--- src/rtl/apb_pkg.sv ---
// Shared APB definitions: bus widths, phase encoding and the default ID register contents.
package apb_pkg;

  localparam int unsigned APB_DATA_W = 32;
  localparam int unsigned APB_ADDR_W = 32;

  localparam logic [APB_DATA_W-1:0] DEFAULT_ID_VALUE = 32'hA9B0_0001;

  typedef enum logic [1:0] {
    StIdle   = 2'b00,
    StSetup  = 2'b01,
    StAccess = 2'b10
  } apb_state_e;

endpackage

--- src/rtl/apb_slave_fsm.sv ---
// APB responder phase tracker: state register, programmable wait counter, Pready and abort.
module apb_slave_fsm
  import apb_pkg::*;
#(
  parameter int unsigned WaitStates = 0
) (
  input  logic clk_i,
  input  logic rst_ni,
  input  logic psel_i,
  input  logic penable_i,
  output logic latch_o,
  output logic pready_o
);

  apb_state_e state_q, state_d;
  apb_state_e phase;
  logic [3:0] cnt_q, cnt_d;

  // state_q records the phase of the previous cycle; the current phase is resolved from it and
  // the live Psel/Penable so the access phase starts in the first Penable cycle.
  always_comb begin
    phase = StIdle;
    if (psel_i) begin
      if (!penable_i) begin
        phase = StSetup;
      end else if (state_q == StSetup || state_q == StAccess) begin
        phase = StAccess;
      end
    end

    pready_o = (phase == StAccess) && (cnt_q == 4'd0);
    latch_o  = (phase == StSetup);

    // A completed access always falls back to idle; a back-to-back setup is seen next cycle.
    state_d = pready_o ? StIdle : phase;

    cnt_d = cnt_q;
    if (phase == StSetup) begin
      cnt_d = 4'(WaitStates);
    end else if (phase == StAccess && cnt_q != 4'd0) begin
      cnt_d = cnt_q - 4'd1;
    end
  end

  always_ff @(posedge clk_i or negedge rst_ni) begin
    if (!rst_ni) begin
      state_q <= StIdle;
      cnt_q   <= 4'd0;
    end else begin
      state_q <= state_d;
      cnt_q   <= cnt_d;
    end
  end

endmodule

--- src/rtl/apb_slave_regfile.sv ---
// APB register-file peripheral: read-only ID at index 0, read/write words above, with
// programmable wait states and Pslverr on decode misses, misaligned and ID writes.
module apb_slave_regfile
  import apb_pkg::*;
#(
  parameter int unsigned NUM_REGS    = 16,
  parameter int unsigned WAIT_STATES = 0,
  parameter logic [31:0] BASE_ADDR   = 32'h8000_0000,
  parameter logic [31:0] ID_VALUE    = DEFAULT_ID_VALUE
) (
  input  logic        Hclk,
  input  logic        Hresetin,
  input  logic        Psel,
  input  logic        Penable,
  input  logic        Pwrite,
  input  logic [31:0] Paddr,
  input  logic [31:0] Pwdata,
  output logic [31:0] Prdata,
  output logic        Pready,
  output logic        Pslverr
);

  localparam int unsigned IdxW = $clog2(NUM_REGS);

  logic        latch;
  logic [31:0] addr_q, addr_d;
  logic [31:0] wdata_q, wdata_d;
  logic        write_q, write_d;
  logic [31:0] regs_q [NUM_REGS];
  logic [31:0] regs_d [NUM_REGS];

  logic [IdxW-1:0] idx;
  logic            hit;
  logic            err;

  apb_slave_fsm #(
    .WaitStates (WAIT_STATES)
  ) u_fsm (
    .clk_i     (Hclk),
    .rst_ni    (Hresetin),
    .psel_i    (Psel),
    .penable_i (Penable),
    .latch_o   (latch),
    .pready_o  (Pready)
  );

  always_comb begin
    addr_d  = addr_q;
    wdata_d = wdata_q;
    write_d = write_q;
    if (latch) begin
      addr_d  = Paddr;
      wdata_d = Pwdata;
      write_d = Pwrite;
    end
  end

  // Decode works only on the setup-phase snapshot; bus changes during access are ignored.
  always_comb begin
    idx = addr_q[IdxW+1:2];
    hit = (addr_q[31:IdxW+2] == BASE_ADDR[31:IdxW+2]);
    err = !hit || (addr_q[1:0] != 2'b00) || (write_q && idx == '0);
  end

  assign Pslverr = Pready && err;

  always_comb begin
    regs_d = regs_q;
    if (Pready && write_q && !err) begin
      regs_d[idx] = wdata_q;
    end
  end

  always_comb begin
    Prdata = 32'h0;
    if (Pready && !write_q && !err) begin
      Prdata = (idx == '0) ? ID_VALUE : regs_q[idx];
    end
  end

  always_ff @(posedge Hclk or negedge Hresetin) begin
    if (!Hresetin) begin
      addr_q  <= 32'h0;
      wdata_q <= 32'h0;
      write_q <= 1'b0;
      for (int i = 0; i < int'(NUM_REGS); i++) begin
        regs_q[i] <= 32'h0;
      end
    end else begin
      addr_q  <= addr_d;
      wdata_q <= wdata_d;
      write_q <= write_d;
      regs_q  <= regs_d;
    end
  end

endmodule

--- config.mk ---
export PLATFORM = sky130hd
export DESIGN_NAME = apb_slave_regfile
export DESIGN_NICKNAME = d
export VERILOG_FILES = /design/src/rtl/apb_pkg.sv /design/src/rtl/apb_slave_fsm.sv /design/src/rtl/apb_slave_regfile.sv
export SDC_FILE = /design/constraint.sdc
export NUM_CORES = 1
export LEC_CHECK = 0
export CAP_MARGIN = 20
export CORE_MARGIN = 5
export CORE_UTILIZATION = 55
export CTS_BUF_LIST = sky130_fd_sc_hd__clkbuf_4 sky130_fd_sc_hd__clkbuf_8 sky130_fd_sc_hd__clkbuf_16
export DETAILED_ROUTE_END_ITERATION = 10
export PLACE_DENSITY = 0.82
export SLEW_MARGIN = 10
export SYNTH_ARGS = -nofsm -noshare
export SYNTH_HDL_FRONTEND = slang
export SYNTH_SLANG_ARGS = --single-unit
--- constraint.sdc ---
create_clock -name Hclk -period 3.1 [get_ports Hclk]
set_input_delay 0.31 -clock Hclk [delete_from_list [all_inputs] [get_ports Hclk]]
set_output_delay 0.31 -clock Hclk [all_outputs]
set_load 0.1 [all_outputs]
# After elaboration in Yosys (flattened, before gate mapping)
# Index checks and enable logic that the tools add are counted.
word_totals:
  regBits: 583
classes:
  addsub: 1
  n_lt_le_gt_ge: 2
  eq_ne: 5
  n_mux: 14
  n_bitwise: 1
  reduce_logical: 20
ops:
  columns: ["operator", "count"]
  rows:
  - ["512-bit bitwise mux", 1]
  - ["32-bit two-way mux", 5]
  - ["32-bit binary-select mux with 4-bit select", 1]
  - ["32-bit demux with 4-bit select", 1]
  - ["26-bit == test, second input constant", 1]
  - ["1-bit logical AND", 9]
  - ["4-bit logical NOT", 2]
  - ["2-bit two-way mux", 4]
  - ["4-bit two-way mux", 2]
  - ["5-bit greater-or-equal comparator, second input constant", 1]
  - ["5-bit by 1-bit < comparator with 1-bit output, second input constant", 1]
  - ["4-bit NOT with 5-bit output", 1]
  - ["2-bit by 1-bit == test with 1-bit output, second input constant", 2]
  - ["2-bit == test, second input constant", 2]
  - ["2-bit nonzero test", 2]
  - ["4-bit nonzero test", 1]
  - ["4-bit by 1-bit subtractor with 4-bit output, second input constant", 1]
  - ["1-bit logical NOT", 3]
  - ["1-bit logical OR", 3]

# Logic depth before layout (Yosys ltp)
logic_depth:
  depth_word: 10
  depth_mapped: 9

# Cells and area by module
# A second synthesis with hierarchy kept.
hier_totals:
  hier_cells: 1592
  hier_area_um2: 25384.3
by_module_without_submodules:
  columns: ["mod", "n_inst", "cells_per_inst", "area_per_inst_um2", "seq_area_each_um2"]
  rows:
  - ["apb_slave_regfile", 1, 1564, 25095.3, 14238.7]
  - ["apb_slave_fsm", 1, 28, 289.0, 150.1]

# Worst setup path before layout
# OpenSTA, ideal clock, no wires.
synth_path:
  path_kind: "reg-to-output"
  start: "reg u_fsm.cnt_q[0]"
  end: "out Prdata[11]"
  t_arrival_ps: 3695
  t_required_ps: 2790
  path_slack_ps: -905
  path_stages_with_launch: 10
  cell_sequence: "dfrtp_1 inv_1 ha_1 or3b_1 nand3b_4 buf_4 or4b_1 buf_2 buf_6 a21oi_1"
synth_between:
  elab_chain_len: 5
synth_rtl:
  columns: ["element", "line_no", "source"]
  rows:
  - ["from (decl)", "apb_slave_fsm.sv:17", "logic [3:0] cnt_q, cnt_d;"]
  - ["from (signal assigned)", "apb_slave_fsm.sv:51", "cnt_q <= cnt_d;"]
  - ["4-bit logical NOT", "apb_slave_fsm.sv:31", "pready_o = (phase == StAccess) && (cnt_q == 4'd0);"]
  - ["1-bit logical AND", "apb_slave_fsm.sv:31", null]
  - ["1-bit logical AND (2 in a row)", "apb_slave_regfile.sv:76", "if (Pready && !write_q && !err) begin"]
  - ["32-bit two-way mux", "apb_slave_regfile.sv:76", null]
  - ["to (decl)", "apb_slave_regfile.sv:18", "output logic [31:0] Prdata,"]
# Every way passes these cells.

# Final worst setup path
layout_path:
  start: "reg u_fsm.cnt_q[1]"
  end: "out Prdata[12]"
# Same word-level chain as after synthesis.

==> impl_metrics.py <==
metrics = {
    "status": {
        "outcome": "finished with violations",
        "failed_checks": "setup timing",
    },
    "die": {
        "die_h_um": 225,
        "fp-row-count": 79,
        "fp.dieW_um": 225,
        "start_util_pct": 55.2,
        "core_mm2": 0.0463,
        "die_area_mm2": 0.0508,
        "io_pins": 103,
    },
    "yosys": {
        "synth.avg_cell_area_um2": 15.9,
        "syn_area_mm2": 0.0255,
        "synthArstFlopShare_pct": 100,
        "synth-edff-count": 0,
        "synth_ff_type": "dfrtp_1",
        "ys_seq_area_share_pct": 56.3,
        "ys_ff_latch": 575,
        "post-synth-top-count-cell": "dfrtp_1",
        "ys.warnings.count": 0,
        "synth_nets": 1673,
        "synth.area.top_cells": "dfrtp_1, mux2_2, mux4_2",
        "synthCells": 1602,
        "synth_top_area_share_pct": 56.3,
        "netlist_top_cells_count": "dfrtp_1, mux2_2, mux4_2",
        "ys_types": 40,
        "synth_largest_area_cell": "dfrtp_1",
    },
    "routing": {
        "highest_layer": "met4",
        "drt_wl_total_um": 60000,
        "met3RoutedLength_um": 3010,
        "vias_per_cell": 6.20,
        "drc": 0,
        "drt_pass1_iterations": 5,
        "vias": 14500,
        "antenna_left": 0,
        "post_drt_wl_per_cell_um": 25.6,
        "drt-met1-wl_um": 25300,
        "dr_wl_met2_um": 29900,
        "drt_iter0_drc": 1192,
    },
    "pwr": {
        "leakage_nw": 14.1,
        "vdd_ir_drop_max_uv": 481,
        "power.density_mw_per_mm2": 531,
    },
    "sta": {
        "final_max_slew_viol_count": 0,
        "hold_viol": 0,
        "fin_skew_ns": 0.0145,
        "worst_slew_pin_slew_ns": 0.670,
        "post-route-period-util_pct": 108,
        "setup_slack_ns": -0.235,
        "setup_viol": 32,
        "rsz0062_at_grt": "true",
        "relSlewSlack_pct": 55.2,
        "fin_crit_ns": 3.33,
        "tns_ns": -5.64,
        "fmax_mhz": 300,
    },
    "run": {
        "cap_viol_max_count": 0,
    },
    "grt": {
        "antenna_found_initial": 0,
        "grt_pass1_vias": 16300,
        "grt_overflow": 0,
        "grt_pass1_wl_um": 95600,
        "grt_usage_pct": 24.2,
        "grt_max_degree": 101,
    },
    "layout": {
        "finish.utilization_pct": 65.6,
        "fillCellCount": 3064,
        "area_growth_pct": 18.7,
        "layout.nets": 1765,
        "diodes": 0,
        "layout-drive-gt1-share_pct": 53.8,
    },
    "cts": {
        "clock-root-buffer": "clkbuf_16",
        "cts_tree": "done",
        "cts.sinks": 575,
        "clockBufferDepth": 3,
        "clk_latency_ns": 0.62,
        "clk_pin_slew_ns": 0.06,
        "clock_tree.htree_level_count": 2,
        "numCtsBuffers": 58,
    },
    "setup_path": {
        "crit_path_end_kind": "output port",
        "crit_start": "u_fsm.cnt_q[1]",
        "endpoint": "Prdata[12]",
        "reg2reg_depth": 8,
        "required_ns": 2.79,
        "cp_max_fo": 14,
        "r2r_setup_slack_ns": 0.32,
        "r2r-end": "regs_q[398]",
        "critical_path_arrival_ns": 3.02,
        "r2r_start": "u_fsm.cnt_q[1]",
        "crit_type": "reg2out",
        "crit_path_start_kind": "register",
    },
    "place": {
        "hpwl_um": 36000,
        "gp_congestion": 0.793,
        "port_buffers": 102,
    },
    "worst_hold_path": {
        "worstHoldPathType": "in2async",
    },
}
-- cell families (layout without fill, tap and decap cells) --
family,after synthesis,in the layout,synth area share (%)
AOI/OAI and AO/OA,109,109,2.79
xor gates and xnor gates,3,3,0.103
buffers and inverters,167,302,3.15
DFF,575,575,56.3
muxes,673,673,34.9
and+or+nand+nor,73,73,2.60
adders and majority gates,2,2,0.0980
-- per-layer routing --
layer	track usage (%)	vias up
li1	-	6124
met1	34.0	7957
met2	39.2	356
met3	4.39	107
met4	7.71	0
met5	0	-
-- cell usage in the layout (no fill, tap or decap), types with 2 or more instances in the layout --
| cell type | Yosys | layout |
|---|---|---|
| clkbuf_16 | 0 | 58 |
| xor2_1 | 2 | 2 |
| buf_12 | 0 | 54 |
| nor4_2 | 9 | 3 |
| clkbuf_4 | 0 | 18 |
| mux2i_1 | 8 | 8 |
| nor3b_1 | 9 | 9 |
| dfrtp_1 | 575 | 573 |
| clkdlybuf4s50_1 | 0 | 67 |
| a21oi_1 | 42 | 10 |
| nand3_1 | 2 | 2 |
| nor2_1 | 7 | 5 |
| inv_2 | 0 | 2 |
| a211oi_1 | 9 | 9 |
| nor4_4 | 10 | 18 |
| dfrtp_4 | 0 | 2 |
| buf_4 | 32 | 66 |
| nor2_2 | 0 | 2 |
| nand2_1 | 15 | 15 |
| and3b_1 | 2 | 2 |
| mux2_2 | 511 | 511 |
| mux4_2 | 120 | 120 |
| inv_6 | 0 | 2 |
| a21oi_4 | 0 | 32 |
| clkbuf_8 | 0 | 12 |
| a22oi_1 | 56 | 55 |
| clkinvlp_4 | 0 | 2 |
| mux2_1 | 34 | 34 |
| buf_6 | 3 | 2 |
| nor2b_4 | 0 | 3 |
| or3_1 | 2 | 2 |
| inv_1 | 4 | 2 |
| buf_16 | 0 | 3 |
| clkinv_2 | 0 | 8 |
-- worst min-delay path by stage --
stage | from | slack [ns] | end | cells past startpoint
after CTS | Pwdata[25] | 0.27 | wdata_q[25] | 2
after global routing | Pwdata[27] | 0.29 | wdata_q[27] | 2
after detailed placement | Hresetin | 0.34 | wdata_q[10] | 1
after floorplan | Hresetin | 0.01 | addr_q[0] | 0
after global placement | Hresetin | 0.33 | wdata_q[10] | 1
final | Hresetin | 0.28 | regs_q[489] | 2
-- power breakdown --
part	switching [mW]	internal, mW
sequential	0.342	7.63
combinational	0.731	0.556
clock	2.88	3.97
total	3.95	12.2
-- worst max-delay path, stage by stage (launching register included) --
cell and delay (ns):
dfrtp_1 0.41, inv_2 0.09, ha_4 0.11, or3b_4 0.37, nand3b_4 0.20, or4b_4 0.58, buf_12 0.23, a21oi_4 0.20
buf_12 0.20
-- flip-flops by register name (all words and copies together) (netlist names) --
register,cells
wdata_q,32
addr_q,32
write_q,1
regs_q,504
u_fsm.cnt_q,4
u_fsm.state_q,2
-- layout make-up --
cell class,instances,area (um2),share of cell area [%]
inverter,4,15.0,0.0495
tap,607,759,2.50
timing repair buffer,195,2410,7.95
clock inverter,15,128,0.421
sequential,575,14400,47.5
clock buffer,88,1750,5.78
multi-input combinational,860,10900,35.8
-- timing repair --
action                                  CTS  global route
endpoints found under the setup margin   33            33
hold buffers                              1             0
cloned                                    2             0
resized for setup                        20            15
hold endpoints to repair                 67             0
buffers inserted                          7             3
pin swaps                                 1             0
-- through the flow --
step	setup WS, ns	std cells	cell area [um2]	total power, mW	hold slack [ns]
5_1_grt	-0.283	2344	30300	16.7	0.292
3_3_place_gp	0.292	2228	28100	9.30	0.334
6_report	-0.235	2344	30300	16.1	0.283
4_1_cts	-0.216	2341	30200	16.2	0.273
3_5_place_dp	0.264	2228	28100	9.34	0.342
2_1_floorplan	-0.166	1602	25800	8.66	0.0144
No activity file was read; power rests on OpenSTA's default activity.
